### config.mk
export PLATFORM = sky130hd
export DESIGN_NAME = fuzz_stim_sequencer_flat
export DESIGN_NICKNAME = d
export VERILOG_FILES = /design/src/rtl/fuzz_stim_sequencer_if.sv /design/src/rtl/fuzz_stim_sequencer.sv /design/src/flat_wrapper.sv
export SDC_FILE = /design/constraint.sdc
export NUM_CORES = 2
export LEC_CHECK = 0
export ABC_AREA = 1
export BUFFER_PORTS_ARGS = -buffer_cell sky130_fd_sc_hd__buf_2
export CORE_ASPECT_RATIO = 0.8
export CORE_MARGIN = 8
export CORE_UTILIZATION = 45
export CTS_CLUSTER_SIZE = 20
export DETAILED_ROUTE_END_ITERATION = 12
export REMOVE_ABC_BUFFERS = 1
export SYNTH_ARGS = -nofsm -noshare
export SYNTH_HDL_FRONTEND = slang
export SYNTH_SLANG_ARGS = --single-unit
### constraint.sdc
create_clock -name clk -period 37.1 [get_ports clk]
set_clock_uncertainty 0.2 [all_clocks]
set_input_delay 3.71 -clock clk [delete_from_list [all_inputs] [get_ports clk]]
set_output_delay 3.71 -clock clk [all_outputs]
set_load 0.005 [all_outputs]
### src/rtl/fuzz_stim_sequencer_if.sv
// fuzz_stim_sequencer_if
// Groups the run-controller handshake and the DUT flat-port bus of the
// stimulus sequencer.
//   master : run controller / DUT side (drives start, abort, seed_in,
//            cycles_in, out_flat; observes everything else)
//   slave  : the sequencer itself
// Signals:
//   start, abort        run request / run termination
//   seed_in, cycles_in  LCG seed and RUN length, latched on start
//   out_flat            DUT flat output vector
//   dut_rst_n, in_flat  DUT reset (active-low) and flat input vector
//   busy, done          run status, done is a one-cycle pulse
//   cyc_count           RUN cycles executed in current/last run
//   signature           MISR signature of all sampled DUT outputs
interface fuzz_stim_sequencer_if #(
  parameter int IN_W  = 132,
  parameter int OUT_W = 159,
  parameter int CNT_W = 32
) ();
  logic             start;
  logic             abort;
  logic [31:0]      seed_in;
  logic [CNT_W-1:0] cycles_in;
  logic [OUT_W-1:0] out_flat;
  logic             dut_rst_n;
  logic [IN_W-1:0]  in_flat;
  logic             busy;
  logic             done;
  logic [CNT_W-1:0] cyc_count;
  logic [31:0]      signature;

  modport master (
    output start, abort, seed_in, cycles_in, out_flat,
    input  dut_rst_n, in_flat, busy, done, cyc_count, signature
  );

  modport slave (
    input  start, abort, seed_in, cycles_in, out_flat,
    output dut_rst_n, in_flat, busy, done, cyc_count, signature
  );
endinterface

### src/rtl/fuzz_stim_sequencer.sv
// fuzz_stim_sequencer
// Hardware stimulus controller: resets the DUT, drives its flat input from a
// 32-bit LCG for a programmable number of cycles and compresses every DUT
// output sample into a 32-bit MISR signature.
// Ports:
//   clk  rising-edge clock
//   rst  asynchronous active-high reset
//   bus  fuzz_stim_sequencer_if.slave (run control, status, DUT flat ports)
//
// state  | meaning
// IDLE   | waiting for start; outputs hold the last run's results
// RESET  | DUT held in reset for RST_CYCLES cycles
// RUN    | one vector per cycle, DUT output absorbed into the MISR
// DONE   | one-cycle done pulse, then back to IDLE
module fuzz_stim_sequencer #(
  parameter int IN_W       = 132,
  parameter int OUT_W      = 159,
  parameter int RST_CYCLES = 2,
  parameter int CNT_W      = 32
) (
  input logic                  clk,
  input logic                  rst,
  fuzz_stim_sequencer_if.slave bus
);
  localparam int NW   = (IN_W + 31) / 32;
  localparam int NO   = (OUT_W + 31) / 32;
  localparam int RC_W = (RST_CYCLES < 2) ? 1 : $clog2(RST_CYCLES);
  localparam logic [31:0] LCG_A = 32'h41C64E6D;
  localparam logic [31:0] LCG_C = 32'h0000_3039;

  typedef enum logic [1:0] {S_IDLE, S_RESET, S_RUN, S_DONE} state_t;

  state_t           state;
  logic [31:0]      lcg_state;
  logic [CNT_W-1:0] cycles_lat;
  logic [RC_W-1:0]  rst_cnt;

  logic [31:0]      gen_seed;
  logic [31:0]      gen_last;
  logic [IN_W-1:0]  gen_vec;
  logic [31:0]      fold;
  logic             fb;
  logic [31:0]      sig_next;
  logic [CNT_W-1:0] cyc_next;

  // The first vector of a run is seeded straight from seed_in so it can be
  // presented in the cycle right after start is accepted.
  assign gen_seed = (state == S_IDLE) ? bus.seed_in : lcg_state;

  // NW chained LCG steps in one cycle; the last word is truncated by the
  // shift into the IN_W-wide vector.
  always_comb begin
    gen_last = gen_seed;
    gen_vec  = '0;
    for (int k = 0; k < NW; k++) begin
      gen_last = gen_last * LCG_A + LCG_C;
      gen_vec  = gen_vec | (IN_W'(gen_last) << (32 * k));
    end
  end

  // Top chunk is zero-extended because the shift fills with zeros.
  always_comb begin
    fold = '0;
    for (int k = 0; k < NO; k++) begin
      fold = fold ^ 32'(bus.out_flat >> (32 * k));
    end
  end

  assign fb       = bus.signature[31] ^ bus.signature[21] ^ bus.signature[1] ^ bus.signature[0];
  assign sig_next = {bus.signature[30:0], fb} ^ fold;
  assign cyc_next = bus.cyc_count + CNT_W'(1);

  always_ff @(posedge clk or posedge rst) begin
    if (rst) begin
      state         <= S_IDLE;
      lcg_state     <= '0;
      cycles_lat    <= '0;
      rst_cnt       <= '0;
      bus.in_flat   <= '0;
      bus.dut_rst_n <= 1'b0;
      bus.busy      <= 1'b0;
      bus.done      <= 1'b0;
      bus.cyc_count <= '0;
      bus.signature <= '0;
    end else begin
      bus.done <= 1'b0;
      case (state)
        S_IDLE: begin
          if (bus.start) begin
            state         <= S_RESET;
            cycles_lat    <= bus.cycles_in;
            bus.in_flat   <= gen_vec;
            lcg_state     <= gen_last;
            rst_cnt       <= '0;
            bus.cyc_count <= '0;
            bus.signature <= '0;
            bus.dut_rst_n <= 1'b0;
            bus.busy      <= 1'b1;
          end
        end
        S_RESET: begin
          if (bus.abort) begin
            state         <= S_IDLE;
            bus.busy      <= 1'b0;
            bus.dut_rst_n <= 1'b0;
          end else if (rst_cnt == RC_W'(RST_CYCLES - 1)) begin
            bus.dut_rst_n <= 1'b1;
            if (cycles_lat == '0) begin
              state    <= S_DONE;
              bus.done <= 1'b1;
              bus.busy <= 1'b0;
            end else begin
              state <= S_RUN;
            end
          end else begin
            rst_cnt <= rst_cnt + RC_W'(1);
          end
        end
        S_RUN: begin
          // abort wins over completion and discards this edge's update
          if (bus.abort) begin
            state         <= S_IDLE;
            bus.busy      <= 1'b0;
            bus.dut_rst_n <= 1'b0;
          end else begin
            bus.signature <= sig_next;
            bus.cyc_count <= cyc_next;
            bus.in_flat   <= gen_vec;
            lcg_state     <= gen_last;
            if (cyc_next == cycles_lat) begin
              state    <= S_DONE;
              bus.done <= 1'b1;
              bus.busy <= 1'b0;
            end
          end
        end
        S_DONE: begin
          state <= S_IDLE;
        end
        default: begin
          state <= S_IDLE;
        end
      endcase
    end
  end
endmodule
### src/flat_wrapper.sv
// flat-port wrapper written by rule: the top's interface ports become plain ports
module fuzz_stim_sequencer_flat 
#(
  parameter int IN_W       = 132,
  parameter int OUT_W      = 159,
  parameter int RST_CYCLES = 2,
  parameter int CNT_W      = 32
)
  (clk, rst, bus_start, bus_abort, bus_seed_in, bus_cycles_in, bus_out_flat, bus_dut_rst_n, bus_in_flat, bus_busy, bus_done, bus_cyc_count, bus_signature);
  fuzz_stim_sequencer_if #(.IN_W(IN_W), .OUT_W(OUT_W), .CNT_W(CNT_W)) bus_i ();
  input logic clk;
  input logic rst;
  input wire logic [$bits(bus_i.start)-1:0] bus_start;
  input wire logic [$bits(bus_i.abort)-1:0] bus_abort;
  input wire logic [$bits(bus_i.seed_in)-1:0] bus_seed_in;
  input wire logic [$bits(bus_i.cycles_in)-1:0] bus_cycles_in;
  input wire logic [$bits(bus_i.out_flat)-1:0] bus_out_flat;
  output wire logic [$bits(bus_i.dut_rst_n)-1:0] bus_dut_rst_n;
  output wire logic [$bits(bus_i.in_flat)-1:0] bus_in_flat;
  output wire logic [$bits(bus_i.busy)-1:0] bus_busy;
  output wire logic [$bits(bus_i.done)-1:0] bus_done;
  output wire logic [$bits(bus_i.cyc_count)-1:0] bus_cyc_count;
  output wire logic [$bits(bus_i.signature)-1:0] bus_signature;
  assign bus_i.start = bus_start;
  assign bus_i.abort = bus_abort;
  assign bus_i.seed_in = bus_seed_in;
  assign bus_i.cycles_in = bus_cycles_in;
  assign bus_i.out_flat = bus_out_flat;
  assign bus_dut_rst_n = bus_i.dut_rst_n;
  assign bus_in_flat = bus_i.in_flat;
  assign bus_busy = bus_i.busy;
  assign bus_done = bus_i.done;
  assign bus_cyc_count = bus_i.cyc_count;
  assign bus_signature = bus_i.signature;
  fuzz_stim_sequencer #(.IN_W(IN_W), .OUT_W(OUT_W), .RST_CYCLES(RST_CYCLES), .CNT_W(CNT_W)) u_core (.clk(clk), .rst(rst), .bus(bus_i));
endmodule
Yosys cells after proc, flatten, opt, wreduce, memory -nomap -nowiden
Index checks and enable logic that the tools add are counted. W data, S select, Z words.

Register bits: 266. Input bits: 227. Output and inout port bits: 199. Logic and storage cells: 96.

$add $sub $neg: 7. Multipliers: 5. Equal/unequal tests: 11. Muxes and demuxes: 40. Bitwise gates (word level): 12. Reductions and logical operators: 11.

Operators with widths (number): $mux W132 (2); $pmux W132 S2 (1); $mux W32 (6); $pmux W32 S2 (3); $add A32 B14 Y32 const B (5); $mul A32 B31 Y32 const B (5); $or A132 B128 Y132 (1); $or A132 B132 Y132 (1); $or A132 B96 Y132 (1); $xor A32 B32 Y32 (4); $or A32 B64 Y64 (1); $add A32 B1 Y32 const B (1); $eq A32 B32 Y1 (1); $logic_not A32 Y1 (1); $xor A32 B31 Y32 (1); $mux W1 (18); $mux W2 (5); $ne A3 B2 Y1 const B (3); $reduce_and A3 Y1 (3); $ne A2 B2 Y1 const B (4); $pmux W2 S4 (1); $pmux W1 S3 (2); $reduce_and A5 Y1 (1); $eq A2 B2 Y1 const B (2); 9 further kinds (13).

Longest topological paths before layout
Depth after elaboration: 15. Gate-level depth with buffers: 122. Depth with buffers taken out: 120.

Worst setup path after synthesis
Ideal clock, no wire load.

Path kind: input to register. Start point: input port bus_seed_in[0]. End point: register u_core.lcg_state[31]. Setup time: 117 ps. Arrival: 29894 ps. Data required time: 36783 ps. Path slack: 6888 ps. Stages: 108. Path buffers: 2. Cell sequence: nand2_1 o21ai_1 inv_1 ha_1 ha_1 nor2_1 fa_1 fa_1 inv_1 ha_1 inv_1 fa_1 inv_1 fa_1 fa_1 ha_1 buf_4 nand2_1 [... 72 more ...] inv_1 fa_1 inv_1 fa_1 inv_1 fa_1 inv_1 fa_1 inv_1 ha_1 a21oi_1 nor2_1 a211oi_1 nand2_1 inv_1 nand3_1 nand3_1 nand2_1.

Longest elaborated chain between the ends: 13. Elaborated cells on any way between the ends: 14. Classes of those cells: 5 x add/sub; 5 x mul; 4 x mux.

Ends and longest elaborated chain: start, declared (RTL line flat_wrapper.sv:15) `input wire logic [$bits(bus_i.seed_in)-1:0] bus_seed_in;`; $mux W32 * (RTL line fuzz_stim_sequencer.sv:48) `assign gen_seed = (state == S_IDLE) ? bus.seed_in : lcg_state;`; named net u_core.gen_seed[0] (RTL line fuzz_stim_sequencer.sv:38) `logic [31:0] gen_seed;`; $mul A32 B31 Y32 * (RTL line fuzz_stim_sequencer.sv:56) `gen_last = gen_last * LCG_A + LCG_C;`; $add A32 B14 Y32 * (RTL line fuzz_stim_sequencer.sv:56); $mul A32 B31 Y32 * (RTL line fuzz_stim_sequencer.sv:56); $add A32 B14 Y32 * (RTL line fuzz_stim_sequencer.sv:56); $mul A32 B31 Y32 * (RTL line fuzz_stim_sequencer.sv:56); $add A32 B14 Y32 * (RTL line fuzz_stim_sequencer.sv:56); $mul A32 B31 Y32 * (RTL line fuzz_stim_sequencer.sv:56); $add A32 B14 Y32 * (RTL line fuzz_stim_sequencer.sv:56); $mul A32 B31 Y32 * (RTL line fuzz_stim_sequencer.sv:56); $add A32 B14 Y32 * (RTL line fuzz_stim_sequencer.sv:56); $mux W32, on equally long branches (RTL line fuzz_stim_sequencer.sv:121, fuzz_stim_sequencer.sv:89); $pmux W32 S2 * (RTL line fuzz_stim_sequencer.sv:87) `case (state)`; end signal, assigned (RTL line fuzz_stim_sequencer.sv:93) `lcg_state <= gen_last;`; end signal, assigned (RTL line fuzz_stim_sequencer.sv:129) `lcg_state <= gen_last;`; end, declared (RTL line fuzz_stim_sequencer.sv:34) `logic [31:0] lcg_state;`.

Mark *: on every way through the listed nets, which the timed path passes. The rest lies on a longest branch. The select of a mux whose other input is x is not followed. A chain may end at the register's enable or synchronous reset.

Final worst setup path
Start point: input port bus_seed_in[4]. End point: register u_core.lcg_state[31].

Longest elaborated chain between the ends: 13. Elaborated cells on any way between the ends: 14. Classes of those cells: 5 x add/sub; 5 x mul; 4 x mux.

Ends and longest elaborated chain (RTL line): $mux W32 * (fuzz_stim_sequencer.sv:48); $mul A32 B31 Y32 * (fuzz_stim_sequencer.sv:56); $add A32 B14 Y32 * (fuzz_stim_sequencer.sv:56); $mul A32 B31 Y32 * (fuzz_stim_sequencer.sv:56); $add A32 B14 Y32 * (fuzz_stim_sequencer.sv:56); $mul A32 B31 Y32 * (fuzz_stim_sequencer.sv:56); $add A32 B14 Y32 * (fuzz_stim_sequencer.sv:56); $mul A32 B31 Y32 * (fuzz_stim_sequencer.sv:56); $add A32 B14 Y32 * (fuzz_stim_sequencer.sv:56); $mul A32 B31 Y32 * (fuzz_stim_sequencer.sv:56); $add A32 B14 Y32 * (fuzz_stim_sequencer.sv:56); $mux W32, on equally long branches (fuzz_stim_sequencer.sv:121, fuzz_stim_sequencer.sv:89); $pmux W32 S2 * (fuzz_stim_sequencer.sv:87).

Every way passes the cells marked *; elsewhere a longest branch is shown, timed or not. The select of a mux whose other input is x is not followed.

==> flow_summary.json <==
{
  "cp.arrival_ns": 32.38,
  "min_period_over_period_pct": 86.50,
  "core-area_mm2": 0.1266,
  "min_period_ns": 32.09,
  "dp_hpwl_um": 149000,
  "first_global_vias": 44770,
  "slew_viol_final": 0,
  "synth.ff_latch_count": 258,
  "clock-sinks": 258,
  "hold_viol": 0,
  "die_height_um": 334.6,
  "area_growth_syn_to_layout_pct": 9.452,
  "wl_per_cell_um": 20.15,
  "relSlewSlack_pct": 24.45,
  "max_stage_delay_ns": 0.60,
  "clockBufferDepth": 3,
  "nFillCells": 12090,
  "cts_resized": 0,
  "synthCells": 6244,
  "critPathLaunchType": "input pin",
  "grt_use_met2_pct": 37.35,
  "clk_latency_ns": 0.60,
  "drc": 0,
  "hp-class": "reg -> reg",
  "worstMarginPinSlew_ns": 1.129,
  "track_usage_pct": 24.44,
  "grt_overflow_total": 0,
  "ctsHoldBuffers": 0,
  "grt.busiest_layer": "met2",
  "synth-main-ff-cell": "dfrtp_1",
  "wirelength_um": 168500,
  "yosys_warnings": 0,
  "cts_tree": "yes",
  "nets": 8846,
  "use_met3_pct": 5.780,
  "critPathCaptureType": "flip-flop",
  "cts_max_level": 2,
  "setup_ws_ns": 5.008,
  "synth_edf_count": 0,
  "die_width_um": 414.3,
  "drive_above_1_share_pct": 9.440,
  "reg2regPathDepth": 107,
  "synth_area_mm2": 0.05711,
  "fin_cells": 8362,
  "setup_viol": 0,
  "grt_antenna_before_repair": 1,
  "dr.pass1.iters": 7,
  "timing.fmax_ghz": 0.03116,
  "async_reset_ff_share_pct": 100.0,
  "synth_cell_types": 62,
  "cap_violations": 0,
  "met1_usage_pct": 34.92,
  "critPathKind": "in -> reg",
  "via_per_inst": 4.908,
  "vias": 41040,
  "row_count": 117,
  "post-place-ws_ns": 4.483,
  "slowest_stage": "fa_1",
  "required_ns": 37.39,
  "clkTransAtPathRegs_ns": 0.06,
  "grt_pass1_wl_um": 262700,
  "io_pins": 426,
  "grt_max_degree": 197,
  "numCtsBuffers": 35,
  "place_inst": 8300,
  "outcome": "finished, final reports clean",
  "cp_max_fo": 8,
  "ant_nets": 0,
  "final_util_pct": 49.36,
  "ys_seq_area_share_pct": 11.31,
  "die_area_mm2": 0.1386,
  "drtIter0Drc": 2444,
  "syn_area_per_cell_um2": 9.146,
  "io_buffers": 425,
  "place_congestion": 0.9661,
  "setup_tns_ns": 0,
  "hold_depth": 2,
  "cts-root-buf": "clkbuf_16",
  "rsz0062_at_grt": "no",
  "start_util_pct": 45.10,
  "post-cts-setup-buffers": 0,
  "cpMostUsedCell": "inv_1"
}
==> stage by stage <==
stage	hold WS (ns)	instance area, µm²
CTS	0.2771	62500
floorplan	0.2439	56780
finish	0.2724	62510
detailed placement	0.2609	61320
global route	0.2927	62500
global placement	0.2597	61320
==> Yosys cell counts (all sizes together) (20+ instances only) <==
library cell,number,area share (%)
a21oi,153,1.4
a31oi,20,0.22
clkbuf,57,0.38
dfrtp,258,11
fa,943,33
ha,1005,22
inv,1850,12
nand2,750,5.0
nand3,80,0.75
nand4,25,0.27
nor2,139,0.98
nor3,22,0.24
nor4,25,0.27
o21ai,277,2.5
o22ai,28,0.31
or2,54,0.59
xnor2,199,3.1
xor2,261,4.0
==> state kept, by name, indices dropped and copies added, names as in the netlist <==
| register | flops |
|---|---|
| u_core.lcg_state | 31 |
| u_core.bus.dut_rst_n | 1 |
| u_core.rst_cnt | 1 |
| u_core.bus.in_flat | 125 |
| u_core.bus.signature | 32 |
| u_core.cycles_lat | 32 |
| u_core.state | 2 |
| u_core.bus.done | 1 |
| u_core.bus.cyc_count | 32 |
| u_core.bus.busy | 1 |
==> critical path, delay by kind of cell <==
family	cells	cell delay (ns)
fa+ha+maj	41	18.88
xor+xnor	4	1.81
simple gates	20	3.23
compound gates	8	2.12
buf+inv	32	2.60
==> logic make-up (layout without fill, tap and decap cells) <==
logic type	Yosys count	count (layout)	share of synthesized area, %
simple gates	1110	1110	8.343
buf+inv	1922	2373	12.73
other cells	0	1	0
xor+xnor	464	464	7.252
flops	258	258	11.31
compound gates	540	540	5.258
fa+ha+maj	1948	1948	55.08
mux	2	2	0.03506
==> layer usage <==
| layer | share of wire [%] | up-vias |
|---|---|---|
| met3 | 7.3 | 214 |
| met1 | 47 | 20100 |
| met4 | 2.9 | 0 |
| met2 | 43 | 1063 |
| met5 | 0 | - |
| li1 | - | 19670 |
==> final timing paths <==
kind / startpoint / end / slack [ns]
min: u_core.bus.in_flat[20]$_DFFE_PP0P_ / u_core.bus.in_flat[20]$_DFFE_PP0P_ / 0.27
min reg2reg: u_core.bus.in_flat[20]$_DFFE_PP0P_ / u_core.bus.in_flat[20]$_DFFE_PP0P_ / 0.27
max reg2reg: u_core.state[0]$_DFFE_PP0P_ / u_core.lcg_state[31]$_DFFE_PP0P_ / 7.05
max in group asynchronous: rst / u_core.bus.in_flat[113]$_DFFE_PP0P_ / 31.62
max: bus_seed_in[4] / u_core.lcg_state[31]$_DFFE_PP0P_ / 5.01
min in group asynchronous: rst / u_core.cycles_lat[27]$_DFFE_PP0P_ / 3.02
==> cell type report <==
| class | instances | area [µm²] | area share (%) |
|---|---|---|---|
| well taps | 1666 | 2085 | 3.335 |
| diodes | 1 | 2.502 | 0.004003 |
| multi-input cells | 4064 | 43410 | 69.44 |
| inverters | 1850 | 6954 | 11.13 |
| flip-flops and latches | 258 | 6456 | 10.33 |
| clock inverters | 17 | 245.2 | 0.3923 |
| repair buffers | 462 | 2417 | 3.867 |
| clock buffers | 44 | 939.7 | 1.503 |
==> placed cells by master (no fill, tap or decap), types with 8 or more instances in the layout <==
master,instances
inv_1,1844
ha_1,1004
fa_1,943
nand2_1,734
buf_2,425
xor2_1,258
dfrtp_1,258
o21ai_0,251
xnor2_1,199
a21oi_1,150
nor2_1,130
nand3_1,74
or2_2,53
buf_4,36
clkbuf_16,35
o22ai_1,28
nand4_1,25
nor4_1,25
a31oi_1,20
nor3_1,18
o21ai_1,16
nand2_2,14
o211ai_1,11
a21o_1,10
o21ai_2,8
nand3b_1,8
Power is not shown: default switching activity piles up to over one toggle a cycle in this logic, so the estimate is an artifact.
